===== config.mk =====
export PLATFORM = sky130hd
export DESIGN_NAME = reg_write_demux
export DESIGN_NICKNAME = d
export VERILOG_FILES = /design/src/rtl/reg_write_demux_pkg.sv /design/src/rtl/reg_write_demux_decode_5to32.sv /design/src/rtl/reg_write_demux.sv
export SDC_FILE = /design/constraint.sdc
export NUM_CORES = 1
export LEC_CHECK = 0
export ABC_AREA = 1
export BUFFER_PORTS_ARGS = -buffer_cell sky130_fd_sc_hd__clkbuf_2
export CORE_AREA = 2 2 432 434
export CTS_BUF_LIST = sky130_fd_sc_hd__clkbuf_16
export CTS_CLUSTER_SIZE = 8
export DETAILED_ROUTE_END_ITERATION = 8
export DIE_AREA = 0 0 434 436
export HOLD_SLACK_MARGIN = 0.1
export PLACE_DENSITY_LB_ADDON = 0.08
export SKIP_LAST_GASP = 1
export SLEW_MARGIN = 20
export SYNTH_ARGS = -nofsm -noshare
export SYNTH_HDL_FRONTEND = slang
export SYNTH_SLANG_ARGS = --single-unit

===== constraint.sdc =====
create_clock -name clock -period 2.8 [get_ports clock]
set_input_delay 0.28 -clock clock [delete_from_list [all_inputs] [get_ports clock]]
set_output_delay 0.28 -clock clock [all_outputs]
set_load 0.01 [all_outputs]

===== src/rtl/reg_write_demux_pkg.sv =====
// Shared widths, the write-request record and a helper for the register-0 discard rule
// used by the writeback demux and its decoder.
package reg_write_demux_pkg;

  localparam int REG_COUNT = 32;
  localparam int ADDR_W    = 5;
  localparam int DATA_W    = 32;

  typedef struct packed {
    logic [ADDR_W-1:0] addr;
    logic [DATA_W-1:0] data;
  } wr_req_t;

  // Writes to register 0 are dropped when it is hardwired to zero.
  function automatic logic is_discarded(input logic [ADDR_W-1:0] addr, input logic zeroReg);
    return zeroReg && (addr == '0);
  endfunction

endpackage


===== src/rtl/reg_write_demux_decode_5to32.sv =====
// Combinational 5-to-32 one-hot decoder with enable.
// A disabled decoder produces an all-zero vector.
module decode_5to32
  import reg_write_demux_pkg::*;
(
  input  logic                 en_i,
  input  logic [ADDR_W-1:0]    addr_i,
  output logic [REG_COUNT-1:0] onehot_o
);

  always_comb begin
    onehot_o = '0;
    if (en_i) begin
      onehot_o[addr_i] = 1'b1;
    end
  end

endmodule


===== src/rtl/reg_write_demux.sv =====
// Writeback demux: buffers (address, data) writes in a small FIFO and commits one
// per cycle into a 32-entry register array exposed flat to the read-select trees.
module reg_write_demux
  import reg_write_demux_pkg::*;
#(
  parameter int WIDTH    = 32,
  parameter int DEPTH    = 2,
  parameter int ZERO_REG = 1
) (
  input  logic                       clock,
  input  logic                       reset,
  input  logic                       in_valid,
  output logic                       in_ready,
  input  logic [ADDR_W-1:0]          in_addr,
  input  logic [WIDTH-1:0]           in_data,
  input  logic                       hold,
  input  logic [ADDR_W-1:0]          query_addr,
  output logic                       query_hit,
  output logic                       commit_valid,
  output logic [ADDR_W-1:0]          commit_addr,
  output logic [REG_COUNT-1:0]       commit_onehot,
  output logic [$clog2(DEPTH):0]     pending,
  output logic [REG_COUNT*WIDTH-1:0] regs_flat
);

  localparam int PTR_W = $clog2(DEPTH);
  localparam logic [PTR_W:0] FULL_CNT = (PTR_W+1)'(DEPTH);
  localparam logic ZERO_EN = (ZERO_REG != 0);

  typedef struct packed {
    logic [ADDR_W-1:0] addr;
    logic [WIDTH-1:0]  data;
  } req_t;

  req_t                 queue_q [DEPTH];
  logic [PTR_W-1:0]     head_q, head_d;
  logic [PTR_W-1:0]     tail_q, tail_d;
  logic [PTR_W:0]       count_q, count_d;
  logic [WIDTH-1:0]     regs_q [REG_COUNT];
  logic                 commit_valid_q, commit_valid_d;
  logic [ADDR_W-1:0]    commit_addr_q, commit_addr_d;
  logic [REG_COUNT-1:0] commit_onehot_q, commit_onehot_d;

  logic                 full, push, pop, wrEn, hit;
  logic [REG_COUNT-1:0] wrOnehot;
  logic [PTR_W-1:0]     offset;
  req_t                 headReq;

  // Ready is held high through reset so upstream never sees a stale full flag.
  assign full     = (count_q == FULL_CNT);
  assign in_ready = !full || !reset;
  assign push     = in_valid && !full;
  assign pop      = (count_q != '0) && !hold;
  assign headReq  = queue_q[head_q];
  assign wrEn     = pop && !is_discarded(headReq.addr, ZERO_EN);

  decode_5to32 u_decode (
    .en_i     (wrEn),
    .addr_i   (headReq.addr),
    .onehot_o (wrOnehot)
  );

  always_comb begin
    head_d          = head_q;
    tail_d          = tail_q;
    count_d         = count_q;
    commit_valid_d  = pop;
    commit_addr_d   = commit_addr_q;
    commit_onehot_d = commit_onehot_q;
    if (push) tail_d = tail_q + PTR_W'(1);
    if (pop) begin
      head_d          = head_q + PTR_W'(1);
      commit_addr_d   = headReq.addr;
      commit_onehot_d = wrOnehot;
    end
    case ({push, pop})
      2'b10:   count_d = count_q + (PTR_W+1)'(1);
      2'b01:   count_d = count_q - (PTR_W+1)'(1);
      default: count_d = count_q;
    endcase
  end

  always_ff @(posedge clock) begin
    if (!reset) begin
      head_q          <= '0;
      tail_q          <= '0;
      count_q         <= '0;
      commit_valid_q  <= 1'b0;
      commit_addr_q   <= '0;
      commit_onehot_q <= '0;
    end else begin
      head_q          <= head_d;
      tail_q          <= tail_d;
      count_q         <= count_d;
      commit_valid_q  <= commit_valid_d;
      commit_addr_q   <= commit_addr_d;
      commit_onehot_q <= commit_onehot_d;
    end
  end

  // Queue storage needs no reset; validity comes solely from head/count.
  always_ff @(posedge clock) begin
    if (push) begin
      queue_q[tail_q] <= '{addr: in_addr, data: in_data};
    end
  end

  always_ff @(posedge clock) begin
    if (!reset) begin
      for (int r = 0; r < REG_COUNT; r++) regs_q[r] <= '0;
    end else begin
      for (int r = 0; r < REG_COUNT; r++) begin
        if (wrOnehot[r]) regs_q[r] <= headReq.data;
      end
    end
  end

  // Hazard probe over live entries; an entry is live if it sits within count of head.
  always_comb begin
    hit    = 1'b0;
    offset = '0;
    for (int i = 0; i < DEPTH; i++) begin
      offset = PTR_W'(i) - head_q;
      if (({1'b0, offset} < count_q) && (queue_q[i].addr == query_addr)) hit = 1'b1;
    end
  end

  assign query_hit = hit && !is_discarded(query_addr, ZERO_EN);

  for (genvar r = 0; r < REG_COUNT; r++) begin : g_flat
    assign regs_flat[r*WIDTH +: WIDTH] = regs_q[r];
  end

  assign commit_valid  = commit_valid_q;
  assign commit_addr   = commit_addr_q;
  assign commit_onehot = commit_onehot_q;
  assign pending       = count_q;

endmodule


Yosys cells after proc, flatten, opt, wreduce, memory -nomap -nowiden
Memory sizes are Yosys's and may differ from the RTL's. A register that Yosys moved wholly into a read port is not among the register bits.
Cells that the tools add are included.
- add/sub/neg operators: 6
- $lt $le $gt $ge: 4
- equal/unequal tests: 5
- muxes and demuxes: 139
- bitwise operators: 32
- reduce and logical (&&, ||, !) cells: 17
- operators by type and width (cell ; count):
    $mux W32 ; 33
    $mux W1 ; 104
    $or A1 B1 Y1 ; 32
    $eq A5 B5 Y1 ; 2
    $logic_not A5 Y1 ; 2
    $logic_and A1 B1 Y1 ; 7
    $lt A5 B6 Y1 const B ; 1
    $demux W1 S5 ; 1
    $ge A5 B1 Y1 const B ; 1
    $logic_not A1 Y1 ; 5
    $eq A2 B2 Y1 const B ; 2
    $lt A1 B2 Y1 ; 2
    $pmux W2 S2 ; 1
    $reduce_bool A2 Y1 ; 2
    $add A1 B1 Y1 const B ; 2
    $add A2 B1 Y2 const B ; 1
    $eq A2 B1 Y1 const B ; 1
    $sub A1 B1 Y1 const A ; 2
    $sub A2 B1 Y2 const B ; 1
    $logic_or A1 B1 Y1 ; 1
- register bits after elaboration: 42
- RAM bits: 1098
- input bits: 46
- output and inout bits: 1066
- word-level logic and storage cells: 211
- memories kept: 2
- memory list (name ; depth ; bits a word ; read ports ; clocked after memory_dff ; wr ports ; RTL line ; source):
    regs_q ; 32 ; 32 ; 32 ; 0 ; 32 ; reg_write_demux.sv:39 ; logic [WIDTH-1:0] regs_q [REG_COUNT];
    queue_q ; 2 ; 37 ; 3 ; 1 ; 1 ; reg_write_demux.sv:35 ; req_t queue_q [DEPTH];

Longest topological paths before layout
Gate-level depths: netlist of run 1.
- word-level depth: 9
- gate-level depth with buffers: 9
- depth with buffers taken out: 7

Hierarchy
Synthesis of run 1 repeated with hierarchy kept, for this count alone.
- cell total of the unflattened synthesis: 2280
- area, all modules: 38699.6 um2
- by module, submodules not included (module ; instances ; cells an instance ; area each (um2)):
    reg_write_demux ; 1 ; 2230 ; 38499.4
    decode_5to32 ; 1 ; 50 ; 200.2

Worst setup path after synthesis of run 1
OpenSTA, ideal clock, no wires.
- path kind: register to register
- start: reg count_q[0], in the netlist pending[0]
- end: mem queue_q[0][0] in the netlist's numbering, enable pin
- arrival time: 2.255 ns
- data required time: 2.369 ns
- setup slack: 0.114 ns
- cell stages (with the launch flop): 3
- clock period less this slack: 2.686 ns
- path through: dfxtp_1 -> o21ai_0 -> nor2_1
- word-level cells in the longest chain between the ends: 5
- RTL lines (element ; RTL line ; source):
    start, declared ; reg_write_demux.sv:38 ; logic [PTR_W:0] count_q, count_d;
    start signal, assigned ; reg_write_demux.sv:94 ; count_q <= count_d;
    $eq A2 B2 Y1 ; reg_write_demux.sv:50 ; assign full = (count_q == FULL_CNT);
    $logic_not A1 Y1 ; reg_write_demux.sv:52 ; assign push = in_valid && !full;
    $logic_and A1 B1 Y1 ; reg_write_demux.sv:52 ;
    $mux W1 ; reg_write_demux.sv:103 ; if (push) begin
    $mux W1 (not written as such) ; reg_write_demux.sv:104 ; queue_q[tail_q] <= '{addr: in_addr, data: in_data};
    end, declared ; reg_write_demux.sv:35 ;
No other way between the ends.

==> results by group, run 1 <==
Critical path
  – Critical Path AT: approximately 2900 ps
  – Worst-case reg-to-reg path depth: 9
  – Setup crit end: regs_q[1][112]$_DFFE_PP_
  – CP required: 3290 ps
  – R2R Path End: regs_q[1][112]$_DFFE_PP_
  – Worst R2R Setup Slack: 450 ps
  – CP startpoint kind: flop
  – Crit end category: flop
  – Crit Path Class: flop to flop
  – Critical Path Fanout Max: 13

Power and ir drop
  – Leak pwr: 21.7 nW
  – Internal power: 32.2 mW
  – Clock network power share: 40.8%
  – VDD IR-drop max: 0.443 mV
  – Combinational share of power: 12.4%
  – Pwr Density: 833 mW/mm^2
  – Sw Ratio: 27.4%
  – Total power: 44.4 mW
  – P_sw: 12.2 mW
  – Flop pwr share: ~47%

Final layout
  – Layout filler cell count: 19000
  – Layout area overhead: 39.3%
  – Final Cell Area: 0.0533 sq mm
  – Commonest non-fill, non-tap cell in the layout: clkbuf_2
  – Share of cells above drive strength 1: 41.5%
  – Post-layout nets: 3665
  – Fin util: between 20 and 30%
  – Area of the multi-input gates: 0.00383 sq mm
  – Most frequent cells in the layout: clkbuf_2 (1110), edfxtp_1 (1098), nor2_1 (560)
  – Register Area: between 0.03 and 0.04 sq mm
  – Final Non-Filler Cells: 6161

Placed design
  – Gpl congestion: around 0.8
  – DP Cell Count: 5894
  – # port buffers: 1111
  – Worst slack at placement: 390 ps
  – DP Wirelength: 133000 microns
  – DP Area: 0.0483 sq mm

Floorplan
  – IO Pins: roughly 1100
  – Core area: roughly 0.18 sq mm
  – Die X: 434 microns
  – # rows: around 160
  – Initial Utilization: roughly 21%
  – Die Y-Extent: 436 microns
  – Die area: 0.189 sq mm

Timing
  – Slew HR: around 54%
  – Worst-Margin Slew: between 600 and 700 ps
  – Min Tclk post-route: around 2400 ps
  – WHS: 230 ps
  – Max Clk Rate: 0.425 GHz
  – TNS Setup: 0 ps
  – Final Cycle Share: about 84%
  – RSZ-0062 raised after global routing: false
  – Final WS setup: 447 ps
  – Final Max Tran Viols: 0
  – # setup viols final: 0
  – Layout Skew: ~66 ps
  – Hold Vio Cnt, Final: 0

Global routing
  – Vias in the first global route: 24300
  – Grt total ovfl: 0
  – Total Routing Usage GR: about a fifth
  – Largest net degree at the start of global routing: 38
  – First-pass GRT wire length: between 200000 and 250000 microns
  – Initial antenna violation count: 23

Clock network
  – Max H-tree Level: 4
  – Clock slew at reported path FFs: 50 ps
  – TritonCTS clock tree: done
  – Post-CTS sizing: 0
  – CTS root buf: clkbuf_16
  – CTS buffer count: 163
  – CTS sink cnt: roughly 1100
  – Skew-Pair Late Insertion Delay: 800 ps
  – Clk buf depth: 3
  – # Post-CTS Setup Buffers: 0

Route
  – DRT Pass-1 Iters: 8
  – Vias/cell: 3.94
  – Routed vias: 24300
  – DRC: 0
  – DR WL/cell: 29.6 microns
  – 1st-iter DRT viols: 1499
  – Final WL: 183000 microns
  – ANT nets after route: 0

Yosys
  – Synth area leader: edfxtp_1
  – Yosys Warn Count: 0
  – Synth Register Bits: 1141
  – Post-synth top area share: 86.2%
  – Synth area leaders: edfxtp_1 (86%), nor2_1 (5.5%), nand2_1 (2.6%), dfxtp_1 (2.3%), buf_2 (0.96%)
  – Seq/Total Area, Yosys: 88.4%
  – Netlist cell types: 22
  – Synth Cell Area: 0.0383 sq mm
  – Synth Instances: 2215
  – Syn avg cell area: 17.3 sq um

Min path
  – HP Class: input port to flop

Run status
  – Status: finished clean

Job
  – Max-Cap Viols: 0
## repair_timing
item / CTS / global route
setup endpoints to repair: 0 / 0
endpoints found under the hold margin: 98 / 0
hold buffers: 39 / 0
## registers in the layout, summed over array words and instances (netlist names), named ones only
register and flops:
regs_q 1024, queue_q 74, commit_onehot 32, commit_addr 5, pending 2, commit_valid 1, head_q 1, tail_q 1
## Yosys cell counts
master	count
a211oi_1	2
a21oi_1	42
buf_1	2
buf_2	73
buf_6	16
clkbuf_1	15
clkinv_1	1
conb_1	1
dfxtp_1	43
edfxtp_1	1098
ha_1	1
inv_1	51
inv_2	2
nand2_1	264
nand2_2	18
nand3_1	4
nor2_1	562
nor2_2	4
nor2_4	4
nor3_1	1
o21ai_0	10
o21ai_2	1
## worst min path at each step
stage / start / endpoint / slack, ps / cells past startpoint
global placement: commit_onehot[0]$_SDFFE_PN0P_ / commit_onehot[0]$_SDFFE_PN0P_ / 420 / 2
floorplan: in_data[0] / queue_q[0][0]$_DFFE_PP_ / 380 / 0
detailed placement: commit_onehot[0]$_SDFFE_PN0P_ / commit_onehot[0]$_SDFFE_PN0P_ / 430 / 2
CTS: in_data[1] / queue_q[1][1]$_DFFE_PP_ / 180 / 2
global route: in_data[1] / queue_q[1][1]$_DFFE_PP_ / 220 / 2
finish: reset / tail_q$_SDFFE_PN0P_ / 230 / 4
## power by group through the flow
stage	registers (mW)	logic, mW	clock network [mW]
floorplan	21.7	1.29	0
global placement	21.2	5.71	0
detailed placement	21.1	5.68	0
CTS	20.8	5.74	18.8
global route	20.9	5.90	19.4
finish	20.8	5.51	18.1
## worst max-delay path, cell delays in order, from the launching register on
cell     delay (ps)
dfxtp_2         380
inv_2           140
nand2_1          70
nand2_1         140
nand2_1          90
nor2_1          270
buf_4           210
nand2_1          80
nand2_2         400
buf_12          230
## routing by layer
metal  vias to the layer above  track usage [%]  part of all wire [%]
li1                      10600                -                     -
met5                         -                0                 0.076
met2                       927             32.5                    50
met3                       276             5.93                   7.3
met1                     12500             21.6                    39
met4                        24             7.70                   4.2
## cell families (layout without fill, tap and decap cells)
group / count (synthesis) / count (layout) / synth area share [%]
other: 1 / 39 / 0.00980
adders and majority gates: 1 / 1 / 0.0327
AOI/OAI and AO/OA: 55 / 55 / 0.742
and+or+nand+nor: 857 / 857 / 8.65
DFF: 1141 / 1141 / 88.4
buffers and inverters: 160 / 1588 / 2.12
## layout make-up
| cell class | instances | area share, % |
|---|---|---|
| clock buffers | 165 | 7.75 |
| diodes | 7 | 0.0329 |
| clock inverters | 56 | 0.878 |
| flip-flops and latches | 1141 | 63.5 |
| repair buffers | 1313 | 14.5 |
| multi-input cells | 945 | 7.19 |
| inverters | 54 | 0.383 |
| well taps | 2480 | 5.82 |
No activity file was read; power rests on OpenSTA's default activity.
==> inputs of run 2 (changes only) <==
clock period = 2.34 ns   (was 2.8 ns; I/O delays follow)
==> run 2 against run 1 <==
Clock power up 20%; combinational power up 22%; critical path depth down 1; utilization up 0.18 points; non-clock buffer count up 22; clock-buffer cell count down 2; largest power group unchanged; global-route usage down 0.48 points.
==> results by group, run 2 (same netlist as run 1, synthesis figures left out) <==
Route
  – Met2 wire length: approximately 90000 microns
  – DR WL/cell: 28.9 microns
  – Vias/cell: just under 4
  – Routed vias: 24300
  – Uppermost layer routed: met5
  – Final WL: 179000 microns
  – 1st-iter DRT viols: 1426
  – ANT nets after route: 0
  – Met3 WL: 11600 microns
  – DRT Pass-1 Iters: 5
  – WL met1: 70200 microns
  – DRC: 0

Critical path
  – Worst R2R Setup Slack: 140 ps
  – Crit-path slowest cell: dfxtp_2
  – CP startpoint kind: flop
  – Crit Path Class: flop to flop
  – Max incr delay on CP: ~390 ps
  – Crit end category: flop
  – Critical Path AT: 2670 ps
  – Cell Chain, Critical Path: inv_2 > nand2_1 > nand2_2 > nand2_1 > nor2_4 > nand2_1 > nand2_2 > buf_12
  – Most frequent CP cell: nand2_1
  – CP required: 2810 ps
  – Critical Path Fanout Max: 32

Placed design
  – DP Area: 0.0486 sq mm
  – DP Wirelength: between 100000 and 150000 microns
  – Worst slack at placement: 123 ps
  – # port buffers: 1111
  – Gpl congestion: 0.792

Power and ir drop
  – Total power: 53.3 mW
  – Leak pwr: 21.9 nW
  – VDD IR-drop max: about 0.6 mV
  – Pwr Density: just under 1000 mW/mm^2

Global routing
  – First-pass GRT wire length: ~230000 microns
  – Total Routing Usage GR: 18.4%
  – Largest net degree at the start of global routing: 38
  – Initial antenna violation count: 18
  – Vias in the first global route: 24100
  – Grt total ovfl: 0

Final layout
  – Post-layout nets: approximately 3700
  – Commonest non-fill, non-tap cell in the layout: clkbuf_2
  – Layout area overhead: 40.2%
  – Max reg flops: 1024
  – Most frequent cells in the layout: clkbuf_2 (1109), edfxtp_1 (1098), nor2_1 (560)
  – Reg with most FFs: regs_q
  – Final Cell Area: 0.0536 sq mm
  – Share of cells above drive strength 1: 42.0%

Timing
  – Hold Vio Cnt, Final: 0
  – Max Clk Rate: 0.455 GHz
  – WHS: 187 ps
  – Worst-Margin Slew: 794 ps
  – Final Max Tran Viols: 0
  – TNS Setup: 0 ps
  – Layout Skew: 44.6 ps
  – Min Tclk post-route: 2200 ps
  – # setup viols final: 0
  – Final Cycle Share: 94.0%
  – Final WS setup: between 100 and 150 ps
  – Slew HR: 47.0%

Floorplan
  – Core area: 0.185 sq mm
  – Die X: 434 microns
  – Initial Utilization: between 20% and 30%
  – Die Y-Extent: 436 microns
  – Die area: between 0.15 and 0.2 sq mm
  – # rows: approximately 160
  – IO Pins: 1112

Clock network
  – TritonCTS clock tree: done
  – CTS root buf: clkbuf_16
  – Max H-tree Level: 4
  – CTS sink cnt: 1141
  – Skew-Pair Late Insertion Delay: 820 ps
  – CTS buffer count: 163
  – Clk buf depth: 3
  – Clock slew at reported path FFs: roughly 60 ps

Job
  – Max-Cap Viols: 0

Min path
  – HP Class: input port to flop

Run status
  – Status: finished clean
run 2: power breakdown:
part | internal (mW) | leakage (nW) | switching (mW) | total [mW]
Sequential | 24.3 | 11.5 | 0.527 | 24.8
Clock | 12.5 | 2.35 | 9.24 | 21.7
Combinational | 1.82 | 7.98 | 4.89 | 6.71
Total | 38.6 | 21.9 | 14.7 | 53.3
run 2: layout make-up:
type | instances | area, sq um
Timing Repair Buffer | 1335 | 8020
Antenna cell | 16 | 40.0
Fill cell | 18900 | 131000
Multi-Input combinational cell | 945 | 3840
Inverter | 54 | 204
Clock inverter | 59 | 488
Tap cell | 2480 | 3100
Sequential cell | 1141 | 33800
Clock buffer | 163 | 4080
run 2: metrics by stage:
stage / std cells / utilization [%]
2_1_floorplan: 2246 / -
3_3_place_gp: 5914 / 26.3
3_5_place_dp: 5914 / 26.3
4_1_cts: 6176 / 29.0
5_1_grt: 6188 / 29.0
6_report: 6193 / 29.0
run 2: critical path: cells and delay by family (launching register included):
kind / cells / cell delay (ps)
flops: 1 / 390
simple gates: 6 / 920
buf+inv: 2 / 400
run 2: repair_timing:
item	CTS	global route
cloned	0	0
pin swaps	1	3
setup buffers	0	1
gates resized for setup	1	7
endpoints found under the hold margin	100	0
hold buffers	40	0
endpoints found under the setup margin	1	1
run 2: metal layers:
metal / track usage [%] / vias up
li1: - / 10600
met1: 21.4 / 12500
met2: 32.0 / 895
met3: 5.17 / 253
met4: 6.83 / 6
met5: 0 / -
run 2: worst paths after layout:
check,cells past startpoint,from,to
max reg2reg,8,flop,regs_q[1][268]$_DFFE_PP_
min,2,in_data[14],queue_q[1][14]$_DFFE_PP_
max,8,flop,regs_q[1][268]$_DFFE_PP_
min reg2reg,2,commit_onehot[0]$_SDFFE_PN0P_,commit_onehot[0]$_SDFFE_PN0P_
